<file path="config.mk">
export PLATFORM = sky130hd
export DESIGN_NAME = password_setter
export DESIGN_NICKNAME = d
export VERILOG_FILES = /design/src/rtl/password_setter.sv
export SDC_FILE = /design/constraint.sdc
export NUM_CORES = 1
export LEC_CHECK = 0
export BUFFER_PORTS_ARGS = -buffer_cell sky130_fd_sc_hd__buf_2
export CAP_MARGIN = 20
export CORE_UTILIZATION = 51
export DETAILED_ROUTE_END_ITERATION = 10
export GPL_ROUTABILITY_DRIVEN = 1
export PLACE_DENSITY = 0.77
export SYNTH_ARGS = -nofsm -noshare
export SYNTH_HDL_FRONTEND = slang
export SYNTH_SLANG_ARGS = --single-unit
export TNS_END_PERCENT = 20
</file>
<file path="constraint.sdc">
create_clock -name Clk -period 2.1 [get_ports Clk]
set_clock_uncertainty 0.2 [all_clocks]
set_input_delay 0.42 -clock Clk [delete_from_list [all_inputs] [get_ports Clk]]
set_output_delay 0.42 -clock Clk [all_outputs]
set_load 0.02 [all_outputs]
</file>
<file path="src/rtl/password_setter.sv">
// Password-change front end: holds the stored password and runs the enter/re-enter/confirm session.
// Optional inactivity abort is compiled in with `define PWSET_TIMEOUT_EN.
module password_setter #(
    parameter logic [5:0] DEFAULT_PW = 6'b000000,
    parameter int         MAX_TRIES  = 3,
    parameter int         TIMEOUT    = 1000
) (
    input  logic       Clk,
    input  logic       Res,
    input  logic [7:0] in_8,
    input  logic       Unlocked,
    input  logic       Set,
    input  logic       Confirm,
    input  logic       Cancel,
    output logic [5:0] pw_6,
    output logic [1:0] phase,
    output logic [1:0] err_cnt,
    output logic       done,
    output logic       fail,
    output logic       invalid
);

    typedef enum logic [1:0] {
        IDLE   = 2'b00,
        ENTER1 = 2'b01,
        ENTER2 = 2'b10
    } state_t;

    state_t     state_q, state_d;
    logic [5:0] pw_q, pw_d;
    logic [5:0] first_q, first_d;
    logic [1:0] err_q, err_d;
    logic       done_q, done_d;
    logic       fail_q, fail_d;
    logic       inv_q, inv_d;
    logic       set_prev_q, cnf_prev_q, cnc_prev_q;

    logic set_edge, cnf_edge, cnc_edge, any_edge;
    logic entry_ok, tmo_hit, abort;

    assign set_edge = Set & ~set_prev_q;
    assign cnf_edge = Confirm & ~cnf_prev_q;
    assign cnc_edge = Cancel & ~cnc_prev_q;
    assign any_edge = set_edge | cnf_edge | cnc_edge;
    assign entry_ok = (in_8[7:6] == 2'b00);

`ifdef PWSET_TIMEOUT_EN
    localparam logic [19:0] TMO_LAST = 20'(TIMEOUT - 1);

    logic [19:0] tmo_q, tmo_d;

    assign tmo_hit = (state_q != IDLE) && (tmo_q == TMO_LAST);

    // Counter runs only inside a session and restarts on every button edge.
    always_comb begin
        tmo_d = tmo_q + 20'd1;
        if (state_q == IDLE || state_d == IDLE || any_edge) begin
            tmo_d = 20'd0;
        end
    end

    always_ff @(posedge Clk) begin
        if (Res) begin
            tmo_q <= 20'd0;
        end else begin
            tmo_q <= tmo_d;
        end
    end
`else
    logic unused_tmo_cfg;

    assign tmo_hit        = 1'b0;
    assign unused_tmo_cfg = (TIMEOUT > 0) | any_edge;
`endif

    // Session aborts rank Unlocked-low, then timeout, then Cancel, all above Confirm.
    assign abort = (state_q != IDLE) && (!Unlocked || tmo_hit || cnc_edge);

    always_comb begin
        state_d = state_q;
        pw_d    = pw_q;
        first_d = first_q;
        err_d   = err_q;
        done_d  = 1'b0;
        fail_d  = 1'b0;
        inv_d   = 1'b0;

        if (abort) begin
            state_d = IDLE;
            err_d   = 2'd0;
            fail_d  = 1'b1;
        end else begin
            case (state_q)
                IDLE: begin
                    if (set_edge && Unlocked) begin
                        state_d = ENTER1;
                        err_d   = 2'd0;
                    end
                end
                ENTER1: begin
                    if (cnf_edge) begin
                        if (!entry_ok) begin
                            inv_d = 1'b1;
                        end else begin
                            first_d = in_8[5:0];
                            state_d = ENTER2;
                        end
                    end
                end
                ENTER2: begin
                    if (cnf_edge) begin
                        if (!entry_ok) begin
                            inv_d = 1'b1;
                        end else if (in_8[5:0] == first_q) begin
                            pw_d    = in_8[5:0];
                            done_d  = 1'b1;
                            err_d   = 2'd0;
                            state_d = IDLE;
                        end else if (int'(err_q) + 1 == MAX_TRIES) begin
                            fail_d  = 1'b1;
                            err_d   = 2'd0;
                            state_d = IDLE;
                        end else begin
                            err_d   = err_q + 2'd1;
                            state_d = ENTER1;
                        end
                    end
                end
                default: begin
                    state_d = IDLE;
                end
            endcase
        end
    end

    // Previous-level registers reset high so a button held through reset is not an edge.
    always_ff @(posedge Clk) begin
        if (Res) begin
            state_q    <= IDLE;
            pw_q       <= DEFAULT_PW;
            first_q    <= 6'd0;
            err_q      <= 2'd0;
            done_q     <= 1'b0;
            fail_q     <= 1'b0;
            inv_q      <= 1'b0;
            set_prev_q <= 1'b1;
            cnf_prev_q <= 1'b1;
            cnc_prev_q <= 1'b1;
        end else begin
            state_q    <= state_d;
            pw_q       <= pw_d;
            first_q    <= first_d;
            err_q      <= err_d;
            done_q     <= done_d;
            fail_q     <= fail_d;
            inv_q      <= inv_d;
            set_prev_q <= Set;
            cnf_prev_q <= Confirm;
            cnc_prev_q <= Cancel;
        end
    end

    assign pw_6    = pw_q;
    assign phase   = state_q;
    assign err_cnt = err_q;
    assign done    = done_q;
    assign fail    = fail_q;
    assign invalid = inv_q;

endmodule

</file>
==> out/summary.txt, run 1 <==
FINISH
-------------------------------------------------------------------------------------------------
Number of diodes                                                                                0
Final Instance Count excl. Fillers                                                            178
Area growth from synthesis to final layout                                                  19.8%
Final-stage net count                                                                         170
Final Util                                                                                  65.8%
Fraction of final layout cells with drive strength greater than 1                           29.1%
Cell area after layout                                                                 1300 sq um

TIMING
-------------------------------------------------------------------------------------------------
Max Slew Vio Count                                                                              0
Final setup violating endpoints                                                                 0
Highest clock frequency the design can meet                                               503 MHz
Tightest hold margin                                                                     0.107 ns
Worst Max-Slew Pin Slew                                                                  0.443 ns
Share of the clock period used by the worst path after layout                               94.6%
Setup slack of the critical path after layout                                            0.113 ns
Hold violation count in the final report                                                        0
Headroom to the max-slew limit                                                              70.3%
Final period demand of the worst path                                                     1.99 ns
Total negative slack for setup checks                                                        0 ns
RSZ-0062 raised after global routing                                                           no

SETUP PATH
-------------------------------------------------------------------------------------------------
Highest-delay cell along the critical path                                                dfxtp_1
Worst setup path category                                                              reg -> reg
Top delay family on crit path                                                          flip-flops
Worst reg-to-reg path cell count                                                                6
Maximum fanout along the worst path                                                             7
Sort of element at the start of the critical path                                        register
Crit path capture type                                                                   register
Arrival time of the worst setup path                                                      2.02 ns
Worst-path cell chain                                                                inv_1 -> ha_1 -> nor2_1 -> a2bb2oi_1 -> mux2_2 -> a211oi_1
WP buf/inv                                                                                      1
Reg-to-reg setup timing slack                                                             0.11 ns
Start point of the critical path                                                     phase[0]$_SDFFE_PP0P_
Largest stage delay, worst path                                                           0.40 ns
Destination of the worst register-to-register timing path                            phase[0]$_SDFFE_PP0P_
Required time reported for the critical path endpoint                                     2.13 ns
Source of the worst register-to-register timing path                                 phase[0]$_SDFFE_PP0P_

ROUTING
-------------------------------------------------------------------------------------------------
Wirelength per Cell                                                                       12.1 um
Via-per-instance ratio                                                                       5.28
Number of DRC violations after detailed routing                                                 0
Via count                                                                                     939
Initial DRC count                                                                              11
Remaining antenna violation count                                                               0
First-pass DRT Iterations                                                                       4
Total length of routed wires                                                              2160 um

POWER AND IR DROP
-------------------------------------------------------------------------------------------------
Maximum vdd ir drop                                                                        564 uV
Total Power                                                                              0.802 mW
Leak Pwr                                                                                 0.520 nW
PD cells                                                                              615 nW/um^2

DIE
-------------------------------------------------------------------------------------------------
Effective utilization at floorplan                                                          54.9%
Total die area                                                                         2320 sq um
Top-level port count                                                                           27
Chip height                                                                               48.2 um
Row count                                                                                      16
Overall die width                                                                         48.2 um
Core area                                                                              1980 sq um

GRT
-------------------------------------------------------------------------------------------------
Via count of the first global-routing pass                                                    788
Number of antenna violations at the first check in global routing                               0
Global route total overflow                                                                     0
Global-route wire length before repair                                                    3250 um
Maximum number of pins on one net before global-route repair                                   19
Combined global-route utilization of all metal layers                                       20.2%

LOGIC SYNTHESIS
-------------------------------------------------------------------------------------------------
Number of warnings printed during yosys synthesis                                               0
Average cell area after synthesis                                                      9.00 sq um
Gate Count Post-Synth                                                                         121
Mapped Nets                                                                                   139
Cell area after technology mapping                                                     1090 sq um
Post-synthesis sequential area ratio                                                        40.5%
Number of distinct library cell variants in the gate-level netlist after synthesis             32
Total of flip-flops plus latches after synthesis                                               22

WORST HOLD PATH
-------------------------------------------------------------------------------------------------
Number of stages on the worst hold path                                                         2
Tightest Hold Check Type                                                                in -> reg
Hold EP                                                                              set_prev_q$_SDFF_PP1_
Worst min-delay path startpoint                                                               Set

RUN
-------------------------------------------------------------------------------------------------
MaxCap Viol Count                                                                               0

PLACE
-------------------------------------------------------------------------------------------------
Sum of net half-perimeters after detailed placement                                       1650 um
Weighted congestion at the end of routability-driven global placement                       0.815
Placed cell areas                                                                      1270 sq um
Buffers added on ports                                                                         26
Dpl cells                                                                                     174
Post-placement worst setup slack                                                         0.132 ns

STATUS
-------------------------------------------------------------------------------------------------
Result of the run                                                                    finished clean

CLOCK TREE
-------------------------------------------------------------------------------------------------
Clock Sink Count                                                                               22
Number of gates resized after cts                                                               0
Number of buffers inserted during clock tree synthesis                                          3
Clock Root Buffer                                                                        clkbuf_4
Number of levels in the clock H-tree                                                            1
Buffer count from post-CTS setup fixing                                                         0
Source-to-sink clock delay at the later pin of the worst-skew pair                        0.30 ns
Clock tree from TritonCTS                                                                   built
Buffers from clock root to sink, at most                                                        2
Number of buffers inserted for hold repair after clock tree synthesis                           0
Clock transition at the registers of the reported paths                                   0.12 ns

## synth_stat cells
cell type / instances / area [sq um]
o21bai_1: 1 / 7.51
nand2_1: 15 / 56.3
ha_1: 4 / 50.1
o31ai_1: 1 / 7.51
nand2b_1: 2 / 12.5
and2_2: 2 / 15.0
a21boi_0: 1 / 7.51
o21ai_0: 10 / 50.1
nand2_2: 1 / 6.26
nand3b_1: 1 / 7.51
and2b_2: 1 / 8.76
nor4b_4: 1 / 23.8
nor3_1: 1 / 5.00
dfxtp_1: 22 / 440
nor4_4: 1 / 21.3
and2_1: 1 / 6.26
mux2_2: 1 / 11.3
nand3_1: 7 / 35.0
xnor2_1: 6 / 52.6
inv_1: 3 / 11.3
or2_2: 3 / 18.8
a21o_1: 1 / 7.51
a2bb2oi_1: 1 / 8.76
clkbuf_1: 4 / 15.0
nor2b_1: 2 / 12.5
nand4_1: 2 / 12.5
mux2i_1: 7 / 70.1
a21oi_1: 10 / 50.1
a211oi_1: 1 / 7.51
nor2_1: 3 / 11.3
clkinv_1: 1 / 3.75
o2111ai_1: 4 / 35.0
## power breakdown
part	switching, mW	internal [mW]	total, mW	leakage, nW
Clock	0.128	0.106	0.234	0.0210
Combinational	0.0813	0.0547	0.136	0.320
Sequential	0.00624	0.426	0.433	0.178
## sequential cells by signal, summed over array words and instances, names as in the netlist, 2 cells and up
name     cells
first_q      6
pw_6         6
phase        2
err_cnt      2
## metal layers
metal | up-vias | wire length (um) | GRT usage, %
li1 | 484 | - | -
met1 | 437 | 1020 | 25.7
met2 | 16 | 1060 | 33.1
met3 | 2 | 60 | 4.44
met4 | 0 | 12 | 8.33
met5 | - | 0 | 0
## cell usage in the layout (no fill, tap or decap), types with 4 or more instances in the layout
master / instances
xnor2_1: 6
o21ai_0: 10
dfxtp_1: 22
buf_4: 4
nand2_1: 15
nand3_1: 7
ha_1: 4
a21oi_1: 10
o2111ai_1: 4
mux2i_1: 7
buf_2: 26
## logic make-up (layout without fill, tap and decap cells)
kind of cell | after synthesis | in the layout | share of synthesized area [%]
DFF | 22 | 22 | 40.5
and+or+nand+nor | 43 | 43 | 23.2
muxes | 8 | 8 | 7.47
adders and majority gates | 4 | 4 | 4.60
AOI/OAI and AO/OA | 30 | 30 | 16.7
xor gates and xnor gates | 6 | 6 | 4.83
buffers and inverters | 8 | 38 | 2.76
## final cells by class
cell class	count	area (sq um)
Sequential cell	22	440
Inverter	4	15.0
Multi-Input combinational cell	91	618
Fill cell	174	678
Tap cell	27	33.8
Clock buffer	4	36.3
Timing Repair Buffer	30	160
## worst max path at each step
stage | end | slack, ns | cells after the start
2_1_floorplan | phase[0]$_SDFFE_PP0P_ | 0.13 | 6
5_1_grt | phase[0]$_SDFFE_PP0P_ | 0.009 | 6
4_1_cts | phase[0]$_SDFFE_PP0P_ | 0.10 | 6
6_report | phase[0]$_SDFFE_PP0P_ | 0.11 | 6
3_3_place_gp | phase[0]$_SDFFE_PP0P_ | 0.14 | 6
3_5_place_dp | phase[0]$_SDFFE_PP0P_ | 0.13 | 6
Note: power is estimated with default switching activity, not from simulation.
==> run 2: changes to the inputs <==
- CELL_PAD_IN_SITES_DETAIL_PLACEMENT: unset -> 1
- CELL_PAD_IN_SITES_GLOBAL_PLACEMENT: unset -> 2
- CORE_UTILIZATION: 51 -> 25
- PLACE_DENSITY: 0.77 -> unset
- PLACE_DENSITY_LB_ADDON: unset -> 0.1
- SLEW_MARGIN: unset -> 10
==> run 2 against run 1 <==
Critical path depth stayed put. Cell count grew 14%. Via count rose by 2.6%. Cell area increased by 4.3%. Largest cell class unchanged. Register-to-register slack improved by 0.06 ns. Sequential power is essentially flat. Worst setup slack gained 0.065 ns.
==> out/summary.txt, run 2 (synthesized netlist as in run 1, its figures left out) <==
GRT
------------------------------------------------------------------------------------
Global route total overflow                                                        0   unchanged
Combined global-route utilization of all metal layers                          14.1%   -6.2 points
Number of antenna violations at the first check in global routing                  0   unchanged
Maximum number of pins on one net before global-route repair                      14   -5
Via count of the first global-routing pass                                     1,014   +29%
Global-route wire length before repair                                       4640 um   +43%

SETUP PATH
------------------------------------------------------------------------------------
Arrival time of the worst setup path                                         1.91 ns   -0.11 ns
Source of the worst register-to-register timing path                    phase[1]$_SDFFE_PP0P_
Worst setup path category                                                 reg -> reg
Worst reg-to-reg path cell count                                                   6   unchanged
Destination of the worst register-to-register timing path               phase[0]$_SDFFE_PP0P_
Reg-to-reg setup timing slack                                                0.18 ns   +0.06 ns
Sort of element at the start of the critical path                           register
Required time reported for the critical path endpoint                        2.08 ns   -0.05 ns
Crit path capture type                                                      register
Maximum fanout along the worst path                                                6   -1

FINISH
------------------------------------------------------------------------------------
Most frequent cells in the layout                                       buf_2, dfxtp_1, nand2_1
Final-stage net count                                                            173   +1.8%
Fraction of final layout cells with drive strength greater than 1              30.1%   +0.93 points
Most common library cell in the layout ignoring fill and taps                  buf_2
Sequential Area                                                            440 sq um   unchanged
Final Instance Count excl. Fillers                                               203   +14%
Number of diodes                                                                   0   unchanged
Combined area of the multi-input logic cells                               618 sq um   unchanged
Area growth from synthesis to final layout                                     24.9%
Filler cell count in the final layout                                            488   +180%

TIMING
------------------------------------------------------------------------------------
Total negative slack for setup checks                                           0 ns   unchanged
Setup slack of the critical path after layout                               0.178 ns   +0.0649 ns
Headroom to the max-slew limit                                                 73.1%   +2.8 points
Final period demand of the worst path                                        1.92 ns   -0.0649 ns
RSZ-0062 raised after global routing                                              no
Worst Max-Slew Pin Slew                                                     0.403 ns   -0.0394 ns
Max Slew Vio Count                                                                 0   unchanged
Highest clock frequency the design can meet                                  520 MHz   +3.4%
Final setup violating endpoints                                                    0   unchanged
Tightest hold margin                                                        0.154 ns   +0.0472 ns
Hold violation count in the final report                                           0   unchanged
Share of the clock period used by the worst path after layout                  91.5%   -3.1 points

POWER AND IR DROP
------------------------------------------------------------------------------------
Total Power                                                                 0.853 mW   +6.4%
PD cells                                                                 628 nW/um^2   +2.0%
Maximum vdd ir drop                                                           235 uV   -58%
Leak Pwr                                                                    0.534 nW   +2.8%

ROUTING
------------------------------------------------------------------------------------
Via count                                                                        963   +2.6%
Wirelength per Cell                                                          14.0 um   +16%
Via-per-instance ratio                                                          4.74   -10%
Met1 routed wirelength after detailed routing                                1450 um   +42%
Total length of routed wires                                                 2840 um   +32%
Initial DRC count                                                                 19   +8
First-pass DRT Iterations                                                          4   unchanged
Routed wire length on met3                                                     69 um   +15%
Met2 routed WL                                                               1280 um   +21%
Highest metal used                                                              met4
Remaining antenna violation count                                                  0   unchanged
Number of DRC violations after detailed routing                                    0   unchanged

DIE
------------------------------------------------------------------------------------
Core area                                                                 4090 sq um   +110%
Row count                                                                         23   +7
Effective utilization at floorplan                                             26.6%   -28 points
Overall die width                                                            68.0 um   +41%
Top-level port count                                                              27   unchanged
Total die area                                                            4620 sq um   +99%
Chip height                                                                  68.0 um   +41%

PLACE
------------------------------------------------------------------------------------
Sum of net half-perimeters after detailed placement                          2180 um   +32%
Weighted congestion at the end of routability-driven global placement          0.737   -9.6%
Post-placement worst setup slack                                           0.0440 ns   -0.0882 ns
Dpl cells                                                                        200   +15%
Buffers added on ports                                                            26   unchanged

CLOCK TREE
------------------------------------------------------------------------------------
Buffer count from post-CTS setup fixing                                            0   unchanged
Clock Sink Count                                                                  22   unchanged
Clock tree from TritonCTS                                                      built
Clock transition at the registers of the reported paths                      0.09 ns   -0.03 ns
Number of buffers inserted for hold repair after clock tree synthesis              0   unchanged
Clock Root Buffer                                                           clkbuf_8
Number of levels in the clock H-tree                                               1   unchanged
Number of gates resized after cts                                                  0   unchanged
Source-to-sink clock delay at the later pin of the worst-skew pair           0.26 ns   -0.04 ns
Number of buffers inserted during clock tree synthesis                             3   unchanged
Buffers from clock root to sink, at most                                           2   unchanged

WORST HOLD PATH
------------------------------------------------------------------------------------
Number of stages on the worst hold path                                            2   unchanged
Hold EP                                                                 set_prev_q$_SDFF_PP1_
Worst min-delay path startpoint                                                  Set
Tightest Hold Check Type                                                   in -> reg

RUN
------------------------------------------------------------------------------------
MaxCap Viol Count                                                                  0   unchanged

STATUS
------------------------------------------------------------------------------------
Result of the run                                                       finished clean

-- run 2: area by class of cell --
class | instances | share of cell area, %
Timing Repair Buffer | 33 | 13.4
Tap cell | 50 | 4.60
Clock buffer | 3 | 3.04
Inverter | 4 | 1.10
Sequential cell | 22 | 32.4
Multi-Input combinational cell | 91 | 45.4
-- run 2: per-layer routing --
metal / global-route usage [%] / vias to the layer above
li1: - / 490
met1: 18.0 / 453
met2: 23.2 / 16
met3: 2.50 / 4
met4: 5.47 / 0
met5: 0 / -
-- run 2: critical path, stage by stage, from the launching register on --
cell and delay, ns:
dfxtp_1 0.41, inv_1 0.09, ha_1 0.24, nor2_1 0.16, a2bb2oi_1 0.19, mux2_2 0.35
a211oi_1 0.20
-- run 2: power breakdown --
| group | total [mW] | switching (mW) | internal [mW] |
|---|---|---|---|
| Sequential | 0.432 | 0.00571 | 0.426 |
| Combinational | 0.152 | 0.0909 | 0.0615 |
| Clock | 0.269 | 0.141 | 0.128 |
-- run 2: per-stage QoR --
step                cell area, sq um  util [%]
floorplan                       1090         -
global placement                1320      32.3
detailed placement              1320      32.3
CTS                             1360      33.3
global route                    1360      33.3
finish                          1360      33.3
-- run 2: how the worst max path moves through the flow --
stage / from / cells past startpoint / slack (ns) / endpoint
after floorplan: phase[0]$_SDFFE_PP0P_ / 6 / 0.13 / phase[0]$_SDFFE_PP0P_
after global placement: in_8[7] / 5 / 0.11 / phase[0]$_SDFFE_PP0P_
after detailed placement: in_8[7] / 5 / 0.04 / phase[0]$_SDFFE_PP0P_
after CTS: phase[1]$_SDFFE_PP0P_ / 6 / 0.15 / phase[0]$_SDFFE_PP0P_
after global routing: phase[1]$_SDFFE_PP0P_ / 6 / 0.01 / phase[0]$_SDFFE_PP0P_
final: phase[1]$_SDFFE_PP0P_ / 6 / 0.18 / phase[0]$_SDFFE_PP0P_
